[src/rtl/calendar_edit_controller.sv]
// calendar_edit_controller: debounces the five buttons, runs the RUN/EDIT mode FSM,
// selects the field under edit and emits plus/minus strokes with auto-repeat and blink.
module calendar_edit_controller #(
   parameter int DEBOUNCE_MS     = 20,
   parameter int REPEAT_DELAY_MS = 500,
   parameter int REPEAT_RATE_MS  = 100,
   parameter int BLINK_HALF_MS   = 250,
   parameter int TIMEOUT_MS      = 10000
) (
   input  logic       clk,
   input  logic       reset,
   input  logic       i_tick_1ms,
   input  logic       i_up,
   input  logic       i_down,
   input  logic       i_left,
   input  logic       i_right,
   input  logic       i_control,
   output logic [4:0] o_state,
   output logic       o_is_modify,
   output logic       o_plus,
   output logic       o_minus,
   output logic       o_blank
);
   localparam int DW = $clog2(DEBOUNCE_MS) + 1;
   localparam int RMAX = REPEAT_DELAY_MS > REPEAT_RATE_MS ? REPEAT_DELAY_MS : REPEAT_RATE_MS;
   localparam int RW = $clog2(RMAX) + 1;
   localparam int BW = $clog2(BLINK_HALF_MS) + 1;
   localparam int TW = $clog2(TIMEOUT_MS) + 1;
   typedef enum logic {RUN, EDIT} mode_t;
   // button bit order: 0 up, 1 down, 2 left, 3 right, 4 control
   logic [4:0] raw, sync1_q, sync2_q, lvl_q, lvl_d, lvl_dly_q, press;
   logic [4:0][DW-1:0] db_cnt_q, db_cnt_d;
   mode_t mode_q, mode_d;
   logic [2:0] field_q, field_d;
   logic [RW-1:0] rep_cnt_q, rep_cnt_d;
   logic rep_run_q, rep_run_d;
   logic [BW-1:0] blink_cnt_q, blink_cnt_d;
   logic phase_q, phase_d;
   logic [TW-1:0] idle_q, idle_d;
   logic plus_q, plus_d, minus_q, minus_d;
   logic edit, any_press, one_held, rep_fire, timeout, stroke_en;

   assign raw = {i_control, i_right, i_left, i_down, i_up};
   assign press = lvl_q & ~lvl_dly_q;

   always_comb begin
      for (int i = 0; i < 5; i++) begin
         lvl_d[i] = lvl_q[i];
         db_cnt_d[i] = db_cnt_q[i];
         if (sync2_q[i] == lvl_q[i]) db_cnt_d[i] = '0;
         else if (i_tick_1ms) begin
            if (db_cnt_q[i] == DW'(DEBOUNCE_MS - 1)) begin
               lvl_d[i] = sync2_q[i];
               db_cnt_d[i] = '0;
            end else db_cnt_d[i] = db_cnt_q[i] + 1'b1;
         end
      end
   end

   always_comb begin
      edit = mode_q == EDIT;
      any_press = |press;
      one_held = lvl_q[0] ^ lvl_q[1];
      rep_fire = edit & one_held & i_tick_1ms & ~press[0] & ~press[1] &
                 (rep_cnt_q == (rep_run_q ? RW'(REPEAT_RATE_MS - 1) : RW'(REPEAT_DELAY_MS - 1)));
      timeout = edit & i_tick_1ms & ~any_press & ~rep_fire & (idle_q == TW'(TIMEOUT_MS - 1));
      stroke_en = edit & ~press[4] & ~timeout;
      plus_d = stroke_en & lvl_q[0] & ~lvl_q[1] & (press[0] | rep_fire);
      minus_d = stroke_en & lvl_q[1] & ~lvl_q[0] & (press[1] | rep_fire);
      mode_d = mode_q;
      field_d = field_q;
      if (!edit) begin
         mode_d = press[4] ? EDIT : RUN;
         field_d = '0;
      end else if (press[4] || timeout) begin
         mode_d = RUN;
         field_d = '0;
      end else if (press[3] && !press[2]) field_d = field_q == 3'd6 ? 3'd0 : field_q + 3'd1;
      else if (press[2] && !press[3]) field_d = field_q == 3'd0 ? 3'd6 : field_q - 3'd1;
      rep_cnt_d = rep_cnt_q;
      rep_run_d = rep_run_q;
      if (!edit || !one_held || press[0] || press[1] || press[4]) begin
         rep_cnt_d = '0;
         rep_run_d = 1'b0;
      end else if (rep_fire) begin
         rep_cnt_d = '0;
         rep_run_d = 1'b1;
      end else if (i_tick_1ms) rep_cnt_d = rep_cnt_q + 1'b1;
      blink_cnt_d = blink_cnt_q;
      phase_d = phase_q;
      if (!edit || any_press) begin
         blink_cnt_d = '0;
         phase_d = 1'b0;
      end else if (i_tick_1ms) begin
         if (blink_cnt_q == BW'(BLINK_HALF_MS - 1)) begin
            blink_cnt_d = '0;
            phase_d = ~phase_q;
         end else blink_cnt_d = blink_cnt_q + 1'b1;
      end
      idle_d = idle_q;
      if (!edit || any_press || plus_d || minus_d || timeout) idle_d = '0;
      else if (i_tick_1ms) idle_d = idle_q + 1'b1;
   end

   always_ff @(posedge clk or negedge reset) begin
      if (!reset) begin
         sync1_q <= '0;
         sync2_q <= '0;
         lvl_q <= '0;
         lvl_dly_q <= '0;
         db_cnt_q <= '0;
         mode_q <= RUN;
         field_q <= '0;
         rep_cnt_q <= '0;
         rep_run_q <= 1'b0;
         blink_cnt_q <= '0;
         phase_q <= 1'b0;
         idle_q <= '0;
         plus_q <= 1'b0;
         minus_q <= 1'b0;
      end else begin
         sync1_q <= raw;
         sync2_q <= sync1_q;
         lvl_q <= lvl_d;
         lvl_dly_q <= lvl_q;
         db_cnt_q <= db_cnt_d;
         mode_q <= mode_d;
         field_q <= field_d;
         rep_cnt_q <= rep_cnt_d;
         rep_run_q <= rep_run_d;
         blink_cnt_q <= blink_cnt_d;
         phase_q <= phase_d;
         idle_q <= idle_d;
         plus_q <= plus_d;
         minus_q <= minus_d;
      end
   end

   assign o_state = {2'b00, field_q};
   assign o_is_modify = edit;
   assign o_plus = plus_q;
   assign o_minus = minus_q;
   assign o_blank = edit & phase_q;
endmodule

[config.mk]
export PLATFORM = sky130hd
export DESIGN_NAME = calendar_edit_controller
export DESIGN_NICKNAME = d
export VERILOG_FILES = /design/src/rtl/calendar_edit_controller.sv
export SDC_FILE = /design/constraint.sdc
export NUM_CORES = 1
export LEC_CHECK = 0
export CAP_MARGIN = 10
export CORE_ASPECT_RATIO = 1.25
export CORE_MARGIN = 3
export CORE_UTILIZATION = 65
export CTS_CLUSTER_SIZE = 10
export DETAILED_ROUTE_END_ITERATION = 12
export PLACE_DENSITY = 0.94
export SYNTH_ARGS = -nofsm -noshare
export SYNTH_HDL_FRONTEND = slang
export SYNTH_SLANG_ARGS = --single-unit
[constraint.sdc]
create_clock -name clk -period 3 [get_ports clk]
set_clock_uncertainty 0.15 [all_clocks]
set_input_delay 0.75 -clock clk [delete_from_list [all_inputs] [get_ports clk]]
set_output_delay 0.75 -clock clk [all_outputs]
set_load 0.05 [all_outputs]
==> key figures, run 1 <==
Route
  • Post-route ant nets: 0
  • Drt pass-1 iters: 5
  • Drc violations: 0
  • DRT iter0 DRCs: 269
  • Wire per inst: 15.50 um
  • DR vias/cell: 6.055
  • Vias post-DR: 3385
  • Total routed wirelength: 8.666 mm

Timing
  • Pin slew with the least headroom to its limit: 636.9 ps
  • Relative slew slack: 0.5715
  • Worst Slack Setup Final: 311.5 ps
  • Fmax: 372.0 MHz
  • Hold slack final: 204.7 ps
  • Final Hold Fails: 0
  • Setup Total Neg Slack: 0 ps
  • Final setup viols: 0
  • Final Critical Period: 2688 ps
  • Fin crit share: 0.8962
  • RSZ-0062 raised after global routing: false
  • Slew Viols, Final: 0

GRT
  • Total GRT Usage: 0.2399
  • GRT met3 Usage: 0.04438
  • GRT busiest layer: met2
  • Number of global-route vias before repair: 3449
  • First-pass GRT wire length: 15.13 mm
  • Largest net degree at the start of global routing: 93
  • GRT overflow: 0
  • Initial antenna violation count: 0
  • GR met1 Demand/Resource: 0.2967
  • Routing usage on met2: 0.4043

Yosys
  • Main flop type after synthesis: dfrtp_1
  • Yosys warning count: 0
  • Register area share after synthesis: 0.5097
  • Synth area leader: dfrtp_1
  • Syn Inst Count: 449
  • Synth cell types: 57
  • #FFs+latches synth: 92
  • Avg Cell Area, Syn: 10.06 um^2
  • Post-Syn Area: 4517 um^2
  • Number of synthesized flops with an enable pin: 0
  • Synth top area share: 0.5097
  • Async SR Flop Fraction: 1.000
  • Cells taking the most area after synthesis: dfrtp_1 51%, nor2_1 5.2%, xor2_1 5.0%

Cells and area
  • Most frequent cells in the layout: 92 x dfrtp_1, 63 x nor2_1, 39 x nand2_1
  • Fillers: 456
  • Nets@finish: 491
  • Area grow syn2layout: 9.003%
  • Antenna cells: 0
  • Leading cell type in the layout, fill and taps excluded: dfrtp_1
  • Sequential Area: 2302 um^2
  • Multi-input logic area: 2131 um^2
  • Post-route core utilization: 0.7406
  • Share of cells above drive strength 1: 0.08475

Worst setup path
  • Crit path buf inv count: 1
  • Worst stage delay on the critical path: 790 ps
  • WP data arrival: 1790 ps
  • CP Cell Sequence: and2_1 > clkdlybuf4s50_1
  • CP Class: flop to primary output
  • Startpoint Class: flop
  • Worst setup EP type: primary output
  • CP max-delay cell: clkdlybuf4s50_1
  • Family with the most delay on the worst path: buffers and inverters
  • Worst Path Max Fanout: 7
  • Worst EP required: 2100 ps

Floorplan
  • Rows: 33
  • Die Y: 99.20 um
  • Boundary pin count: 17
  • Die extent in x: 80.56 um
  • Die area: 7992 um^2
  • Initial Util: 0.6795
  • Core Area: 6648 um^2

Clock tree
  • Post-cts sizing count: 0
  • CTS Hold Buffers Added: 0
  • CTS root buf: clkbuf_8
  • TritonCTS clock tree: done
  • Clock buffer depth: 2
  • H-tree depth: 3
  • Clock Pin Slew Worst Setup and Hold Paths: 80 ps
  • Clock sink count: 92
  • Later-pin clock latency in the skew report: 360 ps
  • Total CTS buffers: 9
  • Post-CTS setup repair buffer count: 0

Status
  • Status: complete, no violations

Pwr
  • Final Power: 2.591 mW
  • Max VDD drop: 0.0003575 V
  • PD cells: 526.2 nW/um^2
  • Leakage power: 2.181 nW

Placement
  • Routability Congestion: 0.8690
  • HPWL Detailed: 5.865 mm
  • Place WS: 443.6 ps
  • PortBufs: 14

Min path
  • Worst hold path type: flop to flop

Job
  • Max_cap viols: 0
## cell type report
class                           instances  area share
Multi-Input combinational cell        338      0.4328
Inverter                                9    0.006862
Sequential cell                        92      0.4676
Clock buffer                           13     0.03227
Clock inverter                          3    0.004320
Timing Repair Buffer                   17     0.03405
Tap cell                               87     0.02211
## sequential cells by signal (all words and copies together) (netlist names)
register / cells
blink_cnt_q: 9
idle_q: 15
o_plus: 1
lvl_q: 5
sync1_q: 5
phase_q: 1
field_q: 3
rep_cnt_q: 10
rep_run_q: 1
db_cnt_q: 30
sync2_q: 5
lvl_dly_q: 5
o_is_modify: 1
o_minus: 1
## power by group
group	internal [mW]	switching, mW	total, mW
clock	0.348	0.417	0.765
sequential	1.35	0.132	1.48
combinational	0.149	0.196	0.345
## cell families (layout without fill, tap and decap cells)
kind of cell / after synthesis / count (layout) / share of synthesized area
and+or+nand+nor: 202 / 202 / 0.2230
DFF: 92 / 92 / 0.5097
AOI/OAI and AO/OA: 69 / 69 / 0.1028
xor gates and xnor gates: 37 / 37 / 0.07174
buffers and inverters: 20 / 42 / 0.01939
adders and majority gates: 16 / 16 / 0.04432
muxes: 12 / 12 / 0.02825
other: 1 / 2 / 0.0008302
## layer usage
layer / routed length, um / up-vias / share of wire
met5: 0 / - / 0
met2: 4497 / 73 / 0.52
met4: 187 / 0 / 0.022
met3: 280 / 17 / 0.032
li1: - / 1627 / -
met1: 3700 / 1668 / 0.43
## Yosys cell counts (5+ instances only)
cell type,n
nor3_1,17
a21oi_1,29
nand3_1,21
ha_1,16
nor2_1,63
inv_1,6
and3_1,8
or3_1,8
xnor2_1,11
xor2_1,26
o21ai_0,11
mux2i_1,6
nand4_1,9
nand2_1,39
nand2b_1,5
nor4_1,11
dfrtp_1,92
mux2_2,6
## metrics by stage
step | area, um^2 | instances
after floorplan | 4521 | 450
after global placement | 4743 | 543
after detailed placement | 4743 | 543
after CTS | 4923 | 559
after global routing | 4923 | 559
final | 4923 | 559
## final timing paths
check                           slack [ps]  depth (start not counted)          from          end
worst max-delay path                   310                          2   o_is_modify      o_blank
worst min-delay path                   200                          0    sync1_q[0]   sync2_q[0]
worst max register to register         780                          6  rep_cnt_q[0]    idle_q[3]
worst min register to register         200                          0    sync1_q[0]   sync2_q[0]
max in group asynchronous             2070                          2         reset  db_cnt_q[4]
min in group asynchronous              250                          2         reset   idle_q[14]
(Power assumes the default switching activity.)
==> run 2: changes to the inputs <==
--- a/config.mk
+++ b/config.mk
@@ -15,3 +15,4 @@
 export SYNTH_ARGS = -nofsm -noshare
 export SYNTH_HDL_FRONTEND = slang
 export SYNTH_SLANG_ARGS = --single-unit
+export TNS_END_PERCENT = 30
==> results of run 2 <==
Final layout, timing and power as in run 1 (identical DEF).
